File: src/rtl/fpu_ctrl_pkg.sv
// Shared definitions for the FP issue controller: op codes, FSM states, default latencies.
package fpu_ctrl_pkg;

  localparam int unsigned CntW = 8;
  typedef logic [CntW-1:0] lat_t;

  localparam logic [3:0] OpAdd   = 4'd0;
  localparam logic [3:0] OpSub   = 4'd1;
  localparam logic [3:0] OpMul   = 4'd2;
  localparam logic [3:0] OpDiv   = 4'd3;
  localparam logic [3:0] OpSqrt  = 4'd4;
  localparam logic [3:0] OpMin   = 4'd5;
  localparam logic [3:0] OpMax   = 4'd6;
  localparam logic [3:0] OpSgnj  = 4'd7;
  localparam logic [3:0] OpCvtFI = 4'd8;
  localparam logic [3:0] OpCvtIF = 4'd9;
  localparam logic [3:0] OpCmp   = 4'd10;
  localparam logic [3:0] OpMvXW  = 4'd11;
  localparam logic [3:0] OpClass = 4'd12;

  localparam int unsigned LatAddDef  = 2;
  localparam int unsigned LatMulDef  = 3;
  localparam int unsigned LatDivDef  = 10;
  localparam int unsigned LatSqrtDef = 12;

  typedef enum logic [1:0] {
    StIdle = 2'd0,
    StExec = 2'd1,
    StWb   = 2'd2
  } fpu_state_e;

endpackage

File: src/rtl/fpu_lat_table.sv
// Combinational op-code to execution-latency lookup; unlisted codes take one cycle.
module fpu_lat_table
  import fpu_ctrl_pkg::*;
#(
  parameter int unsigned LAT_ADD  = LatAddDef,
  parameter int unsigned LAT_MUL  = LatMulDef,
  parameter int unsigned LAT_DIV  = LatDivDef,
  parameter int unsigned LAT_SQRT = LatSqrtDef
) (
  input  logic [3:0] op,
  output lat_t       lat
);

  always_comb begin
    case (op)
      OpAdd, OpSub, OpMin, OpMax: lat = lat_t'(LAT_ADD);
      OpMul:                      lat = lat_t'(LAT_MUL);
      OpDiv:                      lat = lat_t'(LAT_DIV);
      OpSqrt:                     lat = lat_t'(LAT_SQRT);
      default:                    lat = lat_t'(1);
    endcase
  end

endmodule

File: src/rtl/fpu_issue_ctrl.sv
// Single-issue FP controller: accepts one op, times its execution, arbitrates the
// shared write port against loads, accumulates sticky flags and raises decode stalls.
module fpu_issue_ctrl
  import fpu_ctrl_pkg::*;
#(
  parameter int unsigned LAT_ADD  = LatAddDef,
  parameter int unsigned LAT_MUL  = LatMulDef,
  parameter int unsigned LAT_DIV  = LatDivDef,
  parameter int unsigned LAT_SQRT = LatSqrtDef
) (
  input  logic        clk,
  input  logic        reset,
  input  logic        issue_valid,
  output logic        issue_ready,
  input  logic [3:0]  issue_op,
  input  logic [4:0]  issue_rd,
  input  logic        issue_to_int,
  input  logic [4:0]  chk_rs1,
  input  logic [4:0]  chk_rs2,
  input  logic        chk_float,
  output logic [3:0]  fpu_op,
  output logic        fpu_start,
  input  logic [31:0] fpu_result,
  input  logic [4:0]  fpu_flags,
  input  logic        ld_wb_valid,
  output logic        wb_valid,
  output logic [4:0]  wb_rd,
  output logic        wb_to_int,
  output logic [31:0] wb_data,
  input  logic        flush,
  input  logic        fflags_clr,
  output logic [4:0]  fflags,
  output logic        stall
);

  fpu_state_e  state_q, state_d;
  lat_t        cnt_q, cnt_d;
  logic        first_q, first_d;
  logic [3:0]  op_q;
  logic [4:0]  rd_q;
  logic        to_int_q;
  logic [31:0] data_q;
  logic [4:0]  flags_q;
  logic [4:0]  fflags_q, fflags_d;
  lat_t        lat;
  logic        accept, capture, complete, x0_dest;

  fpu_lat_table #(
    .LAT_ADD  (LAT_ADD),
    .LAT_MUL  (LAT_MUL),
    .LAT_DIV  (LAT_DIV),
    .LAT_SQRT (LAT_SQRT)
  ) u_lat_table (
    .op  (issue_op),
    .lat (lat)
  );

  // Flush wins over a same-cycle accept, capture or write-back.
  assign accept   = (state_q == StIdle) & issue_valid & ~flush;
  assign capture  = (state_q == StExec) & (cnt_q == '0) & ~flush;
  assign complete = (state_q == StWb) & ~ld_wb_valid & ~flush;
  assign x0_dest  = to_int_q & (rd_q == 5'd0);

  always_ff @(posedge clk or negedge reset) begin
    if (!reset) begin
      state_q <= StIdle;
      cnt_q   <= '0;
      first_q <= 1'b0;
    end else begin
      state_q <= state_d;
      cnt_q   <= cnt_d;
      first_q <= first_d;
    end
  end

  always_comb begin
    state_d = state_q;
    cnt_d   = cnt_q;
    first_d = 1'b0;
    unique case (state_q)
      StIdle: begin
        if (issue_valid) begin
          state_d = StExec;
          cnt_d   = lat - lat_t'(1);
          first_d = 1'b1;
        end
      end
      StExec: begin
        if (cnt_q == '0) begin
          state_d = StWb;
        end else begin
          cnt_d = cnt_q - lat_t'(1);
        end
      end
      StWb: begin
        if (!ld_wb_valid) begin
          state_d = StIdle;
        end
      end
      default: state_d = StIdle;
    endcase
    if (flush) begin
      state_d = StIdle;
      cnt_d   = '0;
      first_d = 1'b0;
    end
  end

  always_comb begin
    issue_ready = (state_q == StIdle);
    fpu_start   = (state_q == StExec) & first_q;
    wb_valid    = complete & ~x0_dest;
    // An x0 integer destination is never written, so it cannot be a hazard.
    stall       = ((state_q != StIdle) & (chk_float == ~to_int_q) &
                   ((chk_rs1 == rd_q) | (chk_rs2 == rd_q)) & ~x0_dest) |
                  (issue_valid & (state_q != StIdle));
  end

  always_ff @(posedge clk or negedge reset) begin
    if (!reset) begin
      op_q     <= '0;
      rd_q     <= '0;
      to_int_q <= 1'b0;
      data_q   <= '0;
      flags_q  <= '0;
      fflags_q <= '0;
    end else begin
      if (accept) begin
        op_q     <= issue_op;
        rd_q     <= issue_rd;
        to_int_q <= issue_to_int;
      end
      if (capture) begin
        data_q  <= fpu_result;
        flags_q <= fpu_flags;
      end
      fflags_q <= fflags_d;
    end
  end

  always_comb begin
    fflags_d = fflags_clr ? 5'd0 : fflags_q;
    if (complete) begin
      fflags_d = fflags_d | flags_q;
    end
  end

  assign fpu_op    = op_q;
  assign wb_rd     = rd_q;
  assign wb_to_int = to_int_q;
  assign wb_data   = data_q;
  assign fflags    = fflags_q;

endmodule

File: config.mk
export PLATFORM = sky130hd
export DESIGN_NAME = fpu_issue_ctrl
export DESIGN_NICKNAME = d
export VERILOG_FILES = /design/src/rtl/fpu_ctrl_pkg.sv /design/src/rtl/fpu_lat_table.sv /design/src/rtl/fpu_issue_ctrl.sv
export SDC_FILE = /design/constraint.sdc
export NUM_CORES = 1
export LEC_CHECK = 0
export ABC_AREA = 1
export BUFFER_PORTS_ARGS = -buffer_cell sky130_fd_sc_hd__buf_2
export CORE_UTILIZATION = 50
export DETAILED_ROUTE_END_ITERATION = 12
export GPL_ROUTABILITY_DRIVEN = 0
export GPL_TIMING_DRIVEN = 0
export HOLD_SLACK_MARGIN = 0.08
export PLACE_DENSITY = 0.81
export SYNTH_ARGS = -nofsm -noshare
export SYNTH_HDL_FRONTEND = slang
export SYNTH_HIERARCHICAL = 1
export SYNTH_SLANG_ARGS = --single-unit
File: constraint.sdc
create_clock -name clk -period 2.04 [get_ports clk]
set_input_delay 0.306 -clock clk [delete_from_list [all_inputs] [get_ports clk]]
set_output_delay 0.306 -clock clk [all_outputs]
set_load 0.05 [all_outputs]
==> results of run 1 <==
[area by class of cell]
class                           count  area share [%]
Buffer                             14           2.121
Clock buffer                       10           3.091
Clock inverter                      6           2.636
Inverter                           83           7.606
Multi-Input combinational cell    248           28.85
Sequential cell                    63           38.24
Tap cell                           75           2.273
Timing Repair Buffer              120           15.18
[flip-flops by register name, summed over array words and instances, names as in the netlist]
signal,count
wb_to_int,1
wb_rd,5
state_q,2
fpu_op,4
wb_data,32
cnt_q,8
flags_q,5
fflags,5
first_q,1
[synth_stat cells, types with 2 or more instances]
master | number | share of area [%]
buf_2 | 4 | 0.63
buf_4 | 6 | 1.4
clkbuf_1 | 3 | 0.36
dfrtp_1 | 63 | 50
inv_1 | 81 | 9.6
nand2_1 | 120 | 14
nand2_2 | 10 | 2.0
nand3_1 | 20 | 3.2
nand3_2 | 3 | 0.95
nand3b_1 | 2 | 0.48
nand4_1 | 4 | 0.79
nor2_1 | 16 | 1.9
nor2_2 | 4 | 0.79
nor2_4 | 2 | 0.71
o21ai_0 | 40 | 6.3
o21ai_1 | 10 | 1.6
xnor2_1 | 5 | 1.4
xor2_1 | 2 | 0.55
[cells in the final DEF, fill, tap and decap left out]
cell and instances:
inv_1 81, dfrtp_2 2, nand3_2 3, nor3_1 1, xnor2_1 5, bufinv_16 3, buf_2 115, ha_1 1
nor3_4 1, buf_4 14, xor2_1 2, dfrtp_1 61, nand2_8 1, nor2_4 2, clkinv_4 1, o21ai_2 1
nand3b_1 2, nor2_2 4, clkinv_2 2, nand3_1 20, inv_4 1, conb_1 4, o21ai_0 40, o21ai_1 10
clkbuf_8 9, nand4_1 4, nand2_2 10, buf_6 2, nor2_1 16, nand2_4 1, nand2_1 120, inv_2 1
clkbuf_1 4
[per-layer routing]
layer  wire length [um]  up-vias
met5                  0        -
met4                 97        0
met3                541       10
met2               3263      100
met1               3221     1288
li1                   -     1479
[per-stage QoR]
stage / worst slack [ns] / std cells / util (%) / total power [mW] / hold WS (ns)
floorplan: 0.2059 / 408 / - / 4.674 / 0.01041
global placement: 0.3243 / 597 / 63.99 / 5.404 / 0.4543
detailed placement: 0.2992 / 597 / 63.99 / 5.498 / 0.4592
CTS: 0.04529 / 613 / 68.00 / 6.823 / 0.1523
global route: -0.03011 / 619 / 68.92 / 7.277 / 0.1078
finish: 0.1210 / 619 / 68.92 / 6.827 / 0.03230
[cells by family (layout without fill, tap and decap cells)]
kind of cell / after synthesis / in the layout / synth area share (%)
and+or+nand+nor: 185 / 185 / 26.70
buffers and inverters: 97 / 233 / 12.72
DFF: 63 / 63 / 49.92
AOI/OAI and AO/OA: 51 / 51 / 8.201
xor gates and xnor gates: 7 / 7 / 1.941
adders and majority gates: 1 / 1 / 0.3961
other: 1 / 4 / 0.1187
[worst reg2reg max path: cells and delay by family (launching register included)]
| kind | cells | cell delay (ns) |
|---|---|---|
| fa+ha+maj | 1 | 0.18 |
| flops | 1 | 0.45 |
| simple gates | 8 | 0.85 |
[timing repair]
item,in CTS,in global routing
gates resized for setup,2,4
setup buffers,0,6
pin swaps,0,1
endpoints found under the setup margin,1,2
[path summary, 6_finish.rpt]
check / cells past startpoint / slack (ns) / endpoint
max reg2reg: 9 / 0.45 / cnt_q[6]
max: 7 / 0.12 / wb_valid
min: 1 / 0.03 / fpu_op[0]
max in group asynchronous: 1 / 1.46 / state_q[1]
min in group clk: 3 / 0.17 / wb_to_int
min reg2reg: 2 / 0.47 / cnt_q[4]
[where the power goes]
| part | switching [mW] | leakage [nW] | total [mW] | internal, mW |
|---|---|---|---|---|
| clock network | 0.496 | 0.120 | 1.31 | 0.810 |
| logic | 2.56 | 1.52 | 3.47 | 0.910 |
| registers | 0.308 | 0.810 | 2.05 | 1.74 |
| total | 3.36 | 2.45 | 6.83 | 3.46 |
==> qor.csv, run 1 <==
stage;metric;value;unit
run_status;status;complete, no violations;
global_routing;initial antenna violation count;0;
final_layout;sequential cell area;1579;um^2
final_layout;number of nets in the layout;604;
synthesis;Mapped Cells;405;
clocking;TritonCTS clock tree;yes;
floorplanning;Initial Util;52.72;%
place;Placed Area;3834;um^2
synthesis;ys async rst share;100.0;%
pwr;VDD IR-drop max;1.016;mV
drt;Residual DRC;0;
synthesis;syn_area_per_cell;7.798;um^2
synthesis;top_reg_cell synth;dfrtp_1;
floorplanning;Core ar.;5991;um^2
timing;fin. max-slew vios;0;
clocking;clock tree buffer depth;2;
clocking;Worst-path clk slew;0.07;ns
drt;Detailed Route Iter0 Violations;124;
clocking;TritonCTS buffer count;9;
pwr;cell leakage power;2.450;nW
job;MaxCap Viol Count;0;
clocking;CTS sink cnt;63;
place;post-DP HPWL;5180;um
global_routing;largest net degree at the start of global routing;64;
drt;Antenna Violating Nets Remaining;0;
critical_path;cell mode on critical path;inv_1;
timing;Hold Violations, Final;0;
critical_path;Critical Path RT;1.73;ns
clocking;H-Tree Depth;3;
floorplanning;DIE HEIGHT;81.48;um
critical_path;Top delay family on crit path;simple AND/OR/NAND/NOR gates;
critical_path;Buf/Inv on CP;4;
timing;Fmax achieved;0.5211;GHz
floorplanning;Boundary Pins;115;
global_routing;routing usage on met2;39.08;%
final_layout;# fillers;500;
timing;worst slew pin tran;0.7707;ns
global_routing;first-pass GRT wire length;11710;um
final_layout;Syn-to-layout area delta;30.74;%
timing;setup TNS;0;ns
synthesis;Yosys cell types;28;
global_routing;vias in the first global route;2761;
timing;minimum clock period;1.919;ns
drt;Vias per Instance;4.648;
global_routing;met1 Track Usage GR;28.15;%
place;PortBufs;114;
pwr;power per standard cell area;1653;nW/um^2
critical_path;max incr delay on CP;0.42;ns
synthesis;Mapped Area;3158;um^2
synthesis;Post-synth EDFFs;0;
clocking;CTS root buf;clkbuf_8;
critical_path;Worst EP arrival;1.61;ns
critical_path;Setup Crit Path Kind;flop to output port;
critical_path;Slowest cell on crit path;dfrtp_2;
global_routing;total congestion overflow;0;
synthesis;Yosys reg bits;63;
drt;Routed WL per cell;11.51;um
critical_path;cells along the critical path;inv_4 -> nor2_1 -> inv_1 -> nor3_4 -> nand2_1 -> inv_1 -> buf_6;
floorplanning;row cnt;28;
critical_path;nature of the critical path endpoint;output port;
global_routing;GR peak layer;met2;
global_routing;GR Util All Layers;23.33;%
final_layout;layout cells sized above 1;31.80;%
final_layout;Ant. Diodes;0;
final_layout;Multi-input gate area;1191;um^2
critical_path;CP startpoint;state_q[1];
floorplanning;die area;6638;um^2
drt;final wirelength;7124;um
critical_path;Worst R2R Start;state_q[1];
timing;Layout Skew;0.01056;ns
clocking;hold_buf cts;0;
synthesis;yosys warns;6;
timing;Tcrit/Tclk final;94.07;%
timing;max-slew headroom at the worst pin;48.62;%
drt;First-pass DRT Iterations;4;
drt;Via Count;2877;
clocking;Clock Latency Late Sink;0.34;ns
synthesis;Seq/Total Area, Yosys;49.92;%
floorplanning;die extent in x;81.48;um
hold_path;Hold WC Path Type;primary input to async pin;
critical_path;crit-path max FO;8;
global_routing;M3 GR Usage;7.444;%
timing;Final setup viols;0;
final_layout;fin area;4129;um^2
critical_path;startpoint class of the critical path;flop;
No activity file was read; power rests on OpenSTA's default activity.
==> run 2: changes to the inputs <==
--- a/config.mk
+++ b/config.mk
@@ -12,7 +12,7 @@
 export GPL_ROUTABILITY_DRIVEN = 0
 export GPL_TIMING_DRIVEN = 0
 export HOLD_SLACK_MARGIN = 0.08
-export PLACE_DENSITY = 0.81
+export PLACE_DENSITY = 0.93
 export SYNTH_ARGS = -nofsm -noshare
 export SYNTH_HDL_FRONTEND = slang
 export SYNTH_HIERARCHICAL = 1
==> run 2 against run 1 <==
Clock-buffer cell count stayed put. Routed wire length is 3.4% higher. Global-route usage is 0.59 points higher. Sequential cell count stayed put. Register-to-register slack worse by 0.06 ns. Via count is 1.9% higher. First-iteration DRC count is 38% higher. Die area stayed put. Largest cell class unchanged. Largest power group unchanged. Highest routed layer unchanged.
==> qor.csv, run 2 (synthesis gave the netlist of run 1 again) <==
stage;metric;value;unit
hold_path;Hold WC Path Type;primary input to async pin;
timing;fin. max-slew vios;0;
critical_path;Slowest cell on crit path;dfrtp_1;
floorplanning;Core ar.;5991;um^2
pwr;Pwr Total;6.655;mW
floorplanning;DIE HEIGHT;81.48;um
critical_path;Top delay family on crit path;simple AND/OR/NAND/NOR gates;
final_layout;# fillers;483;
final_layout;Syn-to-layout area delta;28.80;%
final_layout;Ant. Diodes;0;
drt;M1 wire length;3014;um
place;PortBufs;114;
drt;Residual DRC;0;
clocking;hold_buf cts;0;
floorplanning;Boundary Pins;115;
critical_path;crit-path max FO;5;
final_layout;most common cell after layout, fill and taps aside;nand2_1;
clocking;CTS sink cnt;63;
global_routing;vias in the first global route;2857;
pwr;internal power;3.238;mW
critical_path;cells along the critical path;inv_1 -> nand2_1 -> nand2_1 -> nor3_1 -> nand3_1 -> nand2_1 -> nand3_1 -> nand2_1 -> clkbuf_4;
clocking;H-Tree Depth;3;
floorplanning;die extent in x;81.48;um
place;placed insts;597;
floorplanning;Initial Util;52.72;%
pwr;power per standard cell area;1636;nW/um^2
timing;max-slew headroom at the worst pin;47.69;%
timing;setup TNS;0;ns
global_routing;largest net degree at the start of global routing;64;
final_layout;most frequent cells in the layout;nand2_1, buf_2, inv_1;
drt;Detailed Route Iter0 Violations;171;
critical_path;startpoint class of the critical path;flop;
global_routing;GR Util All Layers;23.92;%
pwr;power share of the combinational group;52.1;%
pwr;VDD IR-drop max;1.112;mV
global_routing;first-pass GRT wire length;11920;um
timing;Final setup viols;0;
timing;Hold Violations, Final;0;
drt;top layer reached by signal wires;met4;
timing;Tcrit/Tclk final;94.11;%
critical_path;Setup Crit Path Kind;flop to output port;
clocking;CTS root buf;clkbuf_8;
drt;Routed WL per cell;11.98;um
critical_path;cell mode on critical path;nand2_1;
drt;WL met3;630;um
place;post-DP HPWL;5359;um
clocking;TritonCTS clock tree;yes;
critical_path;max incr delay on CP;0.44;ns
drt;final wirelength;7368;um
run_status;status;complete, no violations;
final_layout;layout cells sized above 1;31.30;%
critical_path;Buf/Inv on CP;2;
pwr;Seq pwr share;31.0;%
drt;Via Count;2932;
clocking;clock tree buffer depth;2;
timing;Fin Hold WS;0.04673;ns
global_routing;initial antenna violation count;0;
final_layout;Layout Utilization;67.90;%
pwr;cell leakage power;2.412;nW
floorplanning;die area;6638;um^2
drt;First-pass DRT Iterations;4;
global_routing;total congestion overflow;0;
critical_path;nature of the critical path endpoint;output port;
critical_path;Worst EP arrival;1.61;ns
timing;Fmax achieved;0.5209;GHz
pwr;Clock power frac;16.9;%
pwr;switching part of the total;51.34;%
drt;Antenna Violating Nets Remaining;0;
floorplanning;row cnt;28;
pwr;Switching Power;3.416;mW
job;MaxCap Viol Count;0;
clocking;Clock Latency Late Sink;0.35;ns
timing;worst slew pin tran;0.7846;ns
critical_path;Critical Path RT;1.73;ns
clocking;TritonCTS buffer count;9;
drt;Vias per Instance;4.767;
timing;minimum clock period;1.920;ns
final_layout;Largest register FFs;32;
final_layout;Layout Cells excl Fill;615;
final_layout;number of nets in the layout;600;
clocking;Worst-path clk slew;0.08;ns
timing;Layout Skew;0.01759;ns
drt;DR WL met2;3632;um
-- run 2: cell types whose count changed in the layout (fill, tap and decap cells not counted) --
cell and change:
buf_4 -5, bufinv_16 -2, dfrtp_1 +1, clkinv_2 -1
clkbuf_8 +1, clkinv_4 +1, clkbuf_1 -1, clkinvlp_4 +1
clkbuf_4 +1, inv_6 +1, dfrtp_2 -1
-- run 2: worst paths after layout --
kind	cells after the start	startpoint	end	slack, ns
worst max-delay path	9	wb_rd[1]	stall	0.12
worst min-delay path	1	reset	wb_data[8]	0.05
worst max register to register	9	state_q[1]	cnt_q[6]	0.39
worst min register to register	2	fpu_op[3]	fpu_op[3]	0.48
max in group asynchronous	1	reset	state_q[1]	1.45
min in group clk	3	issue_to_int	wb_to_int	0.15
-- run 2: area by class of cell --
class	instances	area, um^2	area share (%)
Sequential cell	63	1578	38.79
Multi-Input combinational cell	248	1191	29.28
Timing Repair Buffer	116	596.8	14.67
Inverter	83	314.1	7.721
Clock buffer	10	137.6	3.384
Tap cell	75	93.84	2.307
Buffer	14	87.58	2.153
Clock inverter	6	68.82	1.692
-- run 2: per-layer routing --
layer,vias up,global-route usage (%)
met5,-,0
met4,0,8.929
met3,8,8.222
met2,120,42.67
met1,1333,26.01
li1,1471,-
-- run 2: per-stage QoR --
stage | cell area, um^2 | setup slack (ns)
after floorplan | 3169 | 0.2059
after global placement | 3834 | 0.3389
after detailed placement | 3834 | 0.3319
after CTS | 4044 | 0.04814
after global routing | 4068 | -0.01635
final | 4068 | 0.1201
-- run 2: power by group through the flow --
stage / combinational (mW) / sequential (mW) / clock, mW
6_report: 3.47 / 2.06 / 1.13
5_1_grt: 3.76 / 2.12 / 1.19
3_3_place_gp: 3.34 / 2.05 / 0
2_1_floorplan: 1.35 / 3.33 / 0
3_5_place_dp: 3.44 / 2.07 / 0
4_1_cts: 3.46 / 2.06 / 1.14
-- run 2: worst reg2reg max path, cell delays in order, from the launching register on --
cell      delay [ns]
dfrtp_2         0.44
nor2_1          0.22
nand2_1         0.13
nand2_4         0.09
ha_1            0.19
nand2_2         0.09
nor2_2          0.13
nand3b_1        0.09
nand3_1         0.08
nand2_1         0.06
-- run 2: what timing repair did --
item	CTS	global route
setup buffers	0	2
pin swaps	0	1
endpoints found under the setup margin	1	2
resized for setup	2	2
==> run 3: changes to the inputs <==
--- a/config.mk
+++ b/config.mk
@@ -7,12 +7,12 @@
 export LEC_CHECK = 0
 export ABC_AREA = 1
 export BUFFER_PORTS_ARGS = -buffer_cell sky130_fd_sc_hd__buf_2
-export CORE_UTILIZATION = 50
+export CORE_UTILIZATION = 42
 export DETAILED_ROUTE_END_ITERATION = 12
 export GPL_ROUTABILITY_DRIVEN = 0
 export GPL_TIMING_DRIVEN = 0
 export HOLD_SLACK_MARGIN = 0.08
-export PLACE_DENSITY = 0.93
+export PLACE_DENSITY = 0.82
 export SYNTH_ARGS = -nofsm -noshare
 export SYNTH_HDL_FRONTEND = slang
 export SYNTH_HIERARCHICAL = 1
==> run 3 against run 2 <==
Combinational power shrank 1%. Sequential power hardly changed. Global-route usage is 4.2 points lower. First-iteration DRC count shrank 19%. Critical path depth decreased by 2. Hold slack worse by 0.015 ns. Routed wire length is 5.3% lower. Power shrank 2.6%. Final cell count is 4.1% higher. Critical path type unchanged. Critical endpoint is now wb_valid. Largest cell class unchanged. Largest power group unchanged.
==> qor.csv, run 3 (synthesis gave the netlist of run 1 again) <==
stage;metric;value;unit
drt;Detailed Route Iter0 Violations;139;
place;PortBufs;114;
pwr;Switching Power;3.352;mW
drt;Vias per Instance;4.458;
drt;final wirelength;6981;um
timing;Tcrit/Tclk final;92.17;%
timing;fin. max-slew vios;0;
final_layout;Syn-to-layout area delta;29.40;%
pwr;internal power;3.131;mW
clocking;CTS sink cnt;63;
timing;Worst Slack Setup Final;0.1597;ns
global_routing;first-pass GRT wire length;11870;um
clocking;TritonCTS buffer count;9;
floorplanning;row cnt;31;
clocking;H-Tree Depth;3;
floorplanning;Core ar.;7253;um^2
pwr;Seq pwr share;31.7;%
final_layout;# fillers;698;
global_routing;vias in the first global route;2774;
hold_path;Hold WC Path Type;primary input to async pin;
place;dpl ws;0.2923;ns
clocking;Worst-path clk slew;0.08;ns
clocking;hold_buf cts;0;
critical_path;startpoint class of the critical path;flop;
final_layout;Largest register FFs;32;
floorplanning;DIE HEIGHT;88.71;um
place;post-DP HPWL;5209;um
pwr;power per standard cell area;1587;nW/um^2
global_routing;largest net degree at the start of global routing;64;
global_routing;GR Util All Layers;19.70;%
floorplanning;Initial Util;43.54;%
global_routing;total congestion overflow;0;
timing;Fmax achieved;0.5318;GHz
timing;Final setup viols;0;
global_routing;initial antenna violation count;0;
critical_path;CP startpoint;state_q[1];
final_layout;Ant. Diodes;0;
final_layout;layout cells sized above 1;31.79;%
pwr;VDD IR-drop max;0.8403;mV
clocking;CTS root buf;clkbuf_8;
floorplanning;die extent in x;88.71;um
clocking;TritonCTS clock tree;yes;
pwr;power share of the combinational group;52.9;%
drt;First-pass DRT Iterations;4;
run_status;status;complete, no violations;
final_layout;most frequent cells in the layout;nand2_1, buf_2, inv_1;
pwr;cell leakage power;2.408;nW
timing;max-slew headroom at the worst pin;47.06;%
floorplanning;Boundary Pins;115;
drt;Residual DRC;0;
job;MaxCap Viol Count;0;
drt;Routed WL per cell;10.91;um
final_layout;most common cell after layout, fill and taps aside;nand2_1;
critical_path;reg2reg setup slack;0.31;ns
drt;Via Count;2853;
final_layout;Layout Cells excl Fill;640;
critical_path;crit-path max FO;8;
critical_path;Worst EP arrival;1.57;ns
clocking;Clock Latency Late Sink;0.34;ns
final_layout;number of nets in the layout;601;
critical_path;Setup Crit Path Kind;flop to output port;
timing;Layout Skew;0.008654;ns
floorplanning;die area;7869;um^2
pwr;Clock power frac;15.4;%
critical_path;Worst R2R Start;state_q[1];
critical_path;nature of the critical path endpoint;output port;
timing;minimum clock period;1.880;ns
clocking;clock tree buffer depth;2;
place;placed insts;621;
timing;Hold Violations, Final;0;
critical_path;Critical Path RT;1.73;ns
pwr;switching part of the total;51.70;%
drt;Antenna Violating Nets Remaining;0;
timing;worst slew pin tran;0.7940;ns
## run 3: metrics by stage
stage | cell area [um^2] | utilization (%) | power [mW] | TNS (ns) | hold slack [ns]
floorplan | 3169 | - | 4.674 | 0 | 0.01041
global placement | 3864 | 53.27 | 5.398 | 0 | 0.4562
detailed placement | 3864 | 53.27 | 5.483 | 0 | 0.4580
CTS | 4049 | 55.82 | 6.501 | 0 | 0.1508
global route | 4086 | 56.34 | 6.968 | -0.008953 | 0.1232
finish | 4086 | 56.34 | 6.484 | 0 | 0.03131
## run 3: critical path, cell delays in order (launching register included)
cell,delay [ns]
dfrtp_2,0.42
inv_4,0.08
nor2_1,0.12
inv_1,0.10
nor3_4,0.19
nand2_1,0.07
inv_1,0.05
buf_4,0.19
## run 3: repair_timing
action | CTS | global route
pin swaps | 0 | 1
hold endpoints to repair | 0 | 0
setup endpoints to repair | 1 | 2
buffers inserted | 0 | 3
resized for setup | 2 | 5
## run 3: final timing paths
| path | to | depth (start not counted) |
|---|---|---|
| min reg2reg | cnt_q[0] | 2 |
| min | fpu_op[1] | 1 |
| max reg2reg | cnt_q[6] | 10 |
| max in group asynchronous | wb_rd[0] | 1 |
| max | wb_valid | 7 |
| min in group clk | wb_to_int | 3 |
## run 3: final cells by class
| type | instances | area, um^2 | share of cell area (%) |
|---|---|---|---|
| Clock buffer | 10 | 137.6 | 3.368 |
| Tap cell | 99 | 123.9 | 3.031 |
| Inverter | 83 | 314.1 | 7.685 |
| Buffer | 14 | 87.58 | 2.143 |
| Clock inverter | 6 | 43.79 | 1.072 |
| Timing Repair Buffer | 117 | 604.3 | 14.79 |
| Sequential cell | 63 | 1579 | 38.64 |
| Multi-Input combinational cell | 248 | 1196 | 29.27 |
## run 3: power by group through the flow
stage                     Sequential [mW]  Clock (mW)  Combinational [mW]
after CTS                            2.06        1.03                3.41
final                                2.05        1.00                3.43
after global routing                 2.11        1.09                3.77
after detailed placement             2.07           0                3.41
after floorplan                      3.33           0                1.35
after global placement               2.05           0                3.35
## run 3: metal layers
layer / global-route usage (%) / wire length [um] / vias up
met5: 0 / 0 / -
met4: 7.331 / 100 / 0
met3: 5.410 / 420 / 10
met2: 34.27 / 3322 / 82
met1: 23.25 / 3139 / 1285
li1: - / - / 1476
